--- src/rtl/mul_seq_ctrl.sv ---
// Sequencing controller for a radix-2 shift-add multiply in EX; stalls the pipeline until done.
// Optional macro MUL_SEQ_EARLY_TERM_EN ends the multiply as soon as the multiplier runs out of set bits.
module mul_seq_ctrl #(
  parameter int          WIDTH    = 32,
  parameter logic [3:0]  MUL_CODE = 4'b0011,
  parameter int          CNT_W    = 6
) (
  input  logic             clk_i,
  input  logic             rst_i,
  input  logic [3:0]       alu_ctrl_i,
  input  logic             ex_valid_i,
  input  logic             flush_i,
  input  logic [WIDTH-1:0] src1_i,
  input  logic [WIDTH-1:0] src2_i,
  output logic             stall_o,
  output logic             busy_o,
  output logic             done_o,
  output logic [WIDTH-1:0] result_o,
  output logic [1:0]       state_o
);

  typedef enum logic [1:0] {
    IDLE = 2'd0,
    BUSY = 2'd1,
    DONE = 2'd2
  } state_t;

  state_t            state_q, state_d;
  logic [CNT_W-1:0]  cnt_q, cnt_d;
  logic [WIDTH-1:0]  mcand_q, mcand_d;
  logic [WIDTH-1:0]  mplier_q, mplier_d;
  logic [WIDTH-1:0]  prod_q, prod_d;
  logic [WIDTH-1:0]  result_q, result_d;

  logic              start;
  logic [WIDTH-1:0]  prod_sum;
  logic [WIDTH-1:0]  mplier_shr;
  logic              last_iter;

  // Handshake: stall_o rises in the same cycle a MUL is accepted and stays high
  // while BUSY; the cycle it drops (DONE) is the one where done_o/result_o are consumed.
  assign start      = ex_valid_i & (alu_ctrl_i == MUL_CODE) & ~flush_i;
  assign prod_sum   = prod_q + (mplier_q[0] ? mcand_q : '0);
  assign mplier_shr = mplier_q >> 1;
`ifdef MUL_SEQ_EARLY_TERM_EN
  assign last_iter  = (cnt_q == CNT_W'(WIDTH - 1)) | (mplier_shr == '0);
`else
  assign last_iter  = (cnt_q == CNT_W'(WIDTH - 1));
`endif

  always_ff @(posedge clk_i or negedge rst_i) begin
    if (!rst_i) begin
      state_q  <= IDLE;
      cnt_q    <= '0;
      mcand_q  <= '0;
      mplier_q <= '0;
      prod_q   <= '0;
      result_q <= '0;
    end else begin
      state_q  <= state_d;
      cnt_q    <= cnt_d;
      mcand_q  <= mcand_d;
      mplier_q <= mplier_d;
      prod_q   <= prod_d;
      result_q <= result_d;
    end
  end

  always_comb begin
    state_d  = state_q;
    cnt_d    = cnt_q;
    mcand_d  = mcand_q;
    mplier_d = mplier_q;
    prod_d   = prod_q;
    result_d = result_q;
    stall_o  = 1'b0;
    case (state_q)
      IDLE, DONE: begin
        if (start) begin
          stall_o  = 1'b1;
          mcand_d  = src1_i;
          mplier_d = src2_i;
          prod_d   = '0;
          cnt_d    = '0;
          state_d  = BUSY;
`ifdef MUL_SEQ_EARLY_TERM_EN
          if (src2_i == '0) begin
            state_d  = DONE;
            result_d = '0;
          end
`endif
        end else begin
          state_d = IDLE;
        end
      end
      BUSY: begin
        stall_o = 1'b1;
        if (flush_i) begin
          // Abort: partial product is dropped and result_o keeps the last good value.
          state_d = IDLE;
          cnt_d   = '0;
          prod_d  = '0;
        end else begin
          prod_d   = prod_sum;
          mcand_d  = mcand_q << 1;
          mplier_d = mplier_shr;
          cnt_d    = cnt_q + CNT_W'(1);
          if (last_iter) begin
            state_d  = DONE;
            result_d = prod_sum;
          end
        end
      end
      default: state_d = IDLE;
    endcase
  end

  assign busy_o   = (state_q == BUSY);
  assign done_o   = (state_q == DONE);
  assign result_o = result_q;
  assign state_o  = state_q;

endmodule

--- config.mk ---
export PLATFORM = sky130hd
export DESIGN_NAME = mul_seq_ctrl
export DESIGN_NICKNAME = d
export VERILOG_FILES = /design/src/rtl/mul_seq_ctrl.sv
export SDC_FILE = /design/constraint.sdc
export NUM_CORES = 1
export LEC_CHECK = 0
export BUFFER_PORTS_ARGS = -buffer_cell sky130_fd_sc_hd__buf_2
export CORE_UTILIZATION = 35
export DETAILED_ROUTE_END_ITERATION = 10
export GPL_ROUTABILITY_DRIVEN = 1
export GPL_TIMING_DRIVEN = 0
export PLACE_DENSITY = 0.53
export SLEW_MARGIN = 20
export SYNTH_ARGS = -nofsm -noshare
export SYNTH_HDL_FRONTEND = slang
export SYNTH_SLANG_ARGS = --single-unit
--- constraint.sdc ---
create_clock -name clk_i -period 3.5 [get_ports clk_i]
set_input_delay 0.35 -clock clk_i [delete_from_list [all_inputs] [get_ports clk_i]]
set_output_delay 0.35 -clock clk_i [all_outputs]
set_load 0.01 [all_outputs]
==> metrics.yaml <==
sta:
  rsz0062_at_grt: "no"
  tns_ps: 0
  clock.fmax_ghz: 0.298
  finalHoldViolCount: 0
  setup_viol: 0
  slew_headroom_pct: 50.4
  finalCriticalPeriod_ps: 3360
  worstMarginPinSlew_ps: 744
  skew_ps: 8.46
  post-route-period-util_pct: 95.9
  drv_slew: 0
power_and_ir_drop:
  ir_drop_mv: 0.339
  power_density_mw_per_mm2: 501
  leakagePower_nw: 4.58
drt:
  firstDrtPassIters: 5
  detail_route.iter0.violations: 345
  viasPerCell: 5.10
  drcViolationCount: 0
  route.antenna.remaining_nets: 0
  vias: 6121
  wl_per_cell_um: 16.8
  wl_um: 20200
floorplan:
  die_h_um: 149
  fp.dieW_um: 149
  die_area_mm2: 0.0222
  io_pins: 109
  row_count: 53
  core_area_mm2: 0.0211
  start_util_pct: 35.9
logic_synthesis:
  synth_edf_count: 0
  synth_largest_area_cell: "dfrtp_1"
  synth.avg_cell_area_um2: 9.64
  synth.most_common_cell: "nand2_1"
  async_flop_share_pct: 100
  synth_area_leaders: "dfrtp_1, mux2i_1, nand2_1"
  ys_warn_count: 0
  synth_cell_types: 56
  syn_nets: 890
  syn-cell-area_mm2: 0.00757
  synth_top_area_share_pct: 45.0
  ys_seq_elements: 136
  ys_seq_area_share_pct: 45.0
  synthFlopType: "dfrtp_1"
  synth_common_cells: "nand2_1, dfrtp_1, o21ai_0"
  synthCells: 785
placed_design:
  dpl_cell_area_mm2: 0.00849
  dpl.cell_count: 1169
  portBuffers: 108
  hpwl_um: 15000
  gp_congestion: 0.886
worst_hold_path:
  min_from: "src2_i[31]"
  hold_end: "mplier_q[31]$_DFFE_PN0P_"
  hold_depth: 3
  min-delay-path-class: "primary input to register"
global_route:
  grt_max_degree: 88
  grt_pass1_vias: 6213
  track_usage_pct: 19.2
  grt_pass1_wl_um: 32900
  grt_antenna_before_repair: 2
  grt-ovfl-total: 0
finish:
  fin_area_mm2: 0.00909
  nets: 1019
  final_cells: 1201
  syn_to_final_growth_pct: 20.1
  drive_gt1_share_pct: 19.1
clocking:
  htree_num_levels: 4
  cts_buffers: 17
  path_clk_slew_ps: 60
  clkSinkCount: 136
  tritoncts: "built"
  clockBufferDepth: 2
  clk_root_buffer_cell: "clkbuf_16"
  clk_latency_ps: 420
setup_path:
  crit_path_end_kind: "register"
  r2r_cells: 11
  crit-reg2reg-launch: "mplier_q[0]$_DFFE_PN0P_"
  worst-setup-path-type: "register to register"
  r2r-end: "result_o[28]$_DFFE_PN0P_"
  required_ps: 3800
  start_kind: "register"
  crit_fanout: 10
  arrival_ps: 3660
  reg2reg_slack_ps: 140
run:
  maxCapViolations: 0
outcome:
  status: "finished clean"
==> power by group <==
| part | switching, mW | total (mW) | internal, mW |
|---|---|---|---|
| clock network | 0.682 | 1.83 | 1.15 |
| registers | 0.161 | 1.97 | 1.80 |
| logic | 0.448 | 0.760 | 0.313 |
==> state kept, by name (all words and copies together), names as in the netlist <==
| name | flops |
|---|---|
| state_o | 2 |
| cnt_q | 6 |
| prod_q | 32 |
| mcand_q | 32 |
| mplier_q | 32 |
| result_o | 32 |
==> worst max-delay path by stage <==
stage / start / to / slack, ps / depth (start not counted)
after global placement: rst_i / result_o[28]$_DFFE_PN0P_ / -50 / 1
after global routing: mplier_q[0]$_DFFE_PN0P_ / result_o[28]$_DFFE_PN0P_ / 20 / 11
after floorplan: mplier_q[0]$_DFFE_PN0P_ / result_o[30]$_DFFE_PN0P_ / 650 / 11
final: mplier_q[0]$_DFFE_PN0P_ / result_o[28]$_DFFE_PN0P_ / 140 / 11
after CTS: mplier_q[0]$_DFFE_PN0P_ / result_o[28]$_DFFE_PN0P_ / 70 / 11
after detailed placement: mplier_q[0]$_DFFE_PN0P_ / result_o[28]$_DFFE_PN0P_ / 80 / 11
==> routing by layer <==
metal	global-route usage (%)	routed length [um]	part of all wire, %	vias up
li1	-	-	-	3058
met1	25.8	9690	48	2904
met2	29.8	8960	44	136
met3	5.17	1220	6.0	23
met4	6.53	315	1.6	0
met5	0	0	0	-
==> cell type report <==
cell class              instances  area (um2)
well taps                     275         344
repair buffers                110         588
clock inverters                 8         123
multi-input cells             599        3960
flip-flops and latches        136        3400
plain buffers                  42         173
diodes                          1        2.50
inverters                       8        30.0
fillers                      2128       12000
clock buffers                  22         464
==> through the flow <==
| stage | total power, mW | setup WS, ps | hold slack (ps) | utilization (%) |
|---|---|---|---|---|
| after CTS | 4.61 | 69.5 | 177 | 43.1 |
| after global placement | 2.73 | -53.9 | 457 | 40.1 |
| final | 4.55 | 145 | 185 | 43.1 |
| after floorplan | 2.47 | 650 | 54.4 | - |
| after detailed placement | 2.75 | 81.8 | 298 | 40.3 |
| after global routing | 4.81 | 21.1 | 203 | 43.1 |
==> kinds of logic (layout without fill, tap and decap cells) <==
logic type | count (synthesis) | count (layout) | synth area share, %
AO/OA/AOI/OAI | 210 | 210 | 17.7
XOR/XNOR | 32 | 32 | 3.70
adder cells (fa/ha/maj) | 33 | 33 | 5.55
buffers and inverters | 50 | 190 | 2.66
flip-flops | 136 | 136 | 45.0
multiplexers | 78 | 78 | 10.6
other | 0 | 1 | 0
AND/OR/NAND/NOR | 246 | 246 | 14.8
==> repair_timing <==
| action | 4_1_cts | 5_1_grt |
|---|---|---|
| endpoints found under the setup margin | 0 | 3 |
| hold buffers | 1 | 0 |
| hold endpoints to repair | 49 | 0 |
| resized for setup | 0 | 2 |
| setup buffers | 0 | 0 |
==> cell usage in the layout, fill, tap and decap left out, types with 4 or more instances in the layout <==
cell	count
nand3_1	11
nand2_1	141
a211oi_1	6
a22o_1	27
mux2_2	14
a21oi_1	32
nor2_1	26
mux2i_1	63
and2_1	34
inv_1	7
nand4_1	8
dfrtp_1	136
o21ai_0	99
buf_1	4
xnor2_1	21
ha_1	32
o31ai_1	4
clkbuf_1	29
a31oi_1	5
buf_2	117
clkbuf_16	17
o21a_1	4
xor2_1	11
nand2b_1	7
a21o_1	8
==> worst max-delay path, cell delays in order, from the launching register on <==
cell,delay (ps)
dfrtp_1,450
clkbuf_2,210
and2_1,220
ha_1,220
fa_1,410
a21o_1,210
a221o_1,350
o2111ai_2,260
nand2_2,170
a221oi_2,340
xnor2_1,130
mux2_4,260
Note: power is estimated with default switching activity, not from simulation.
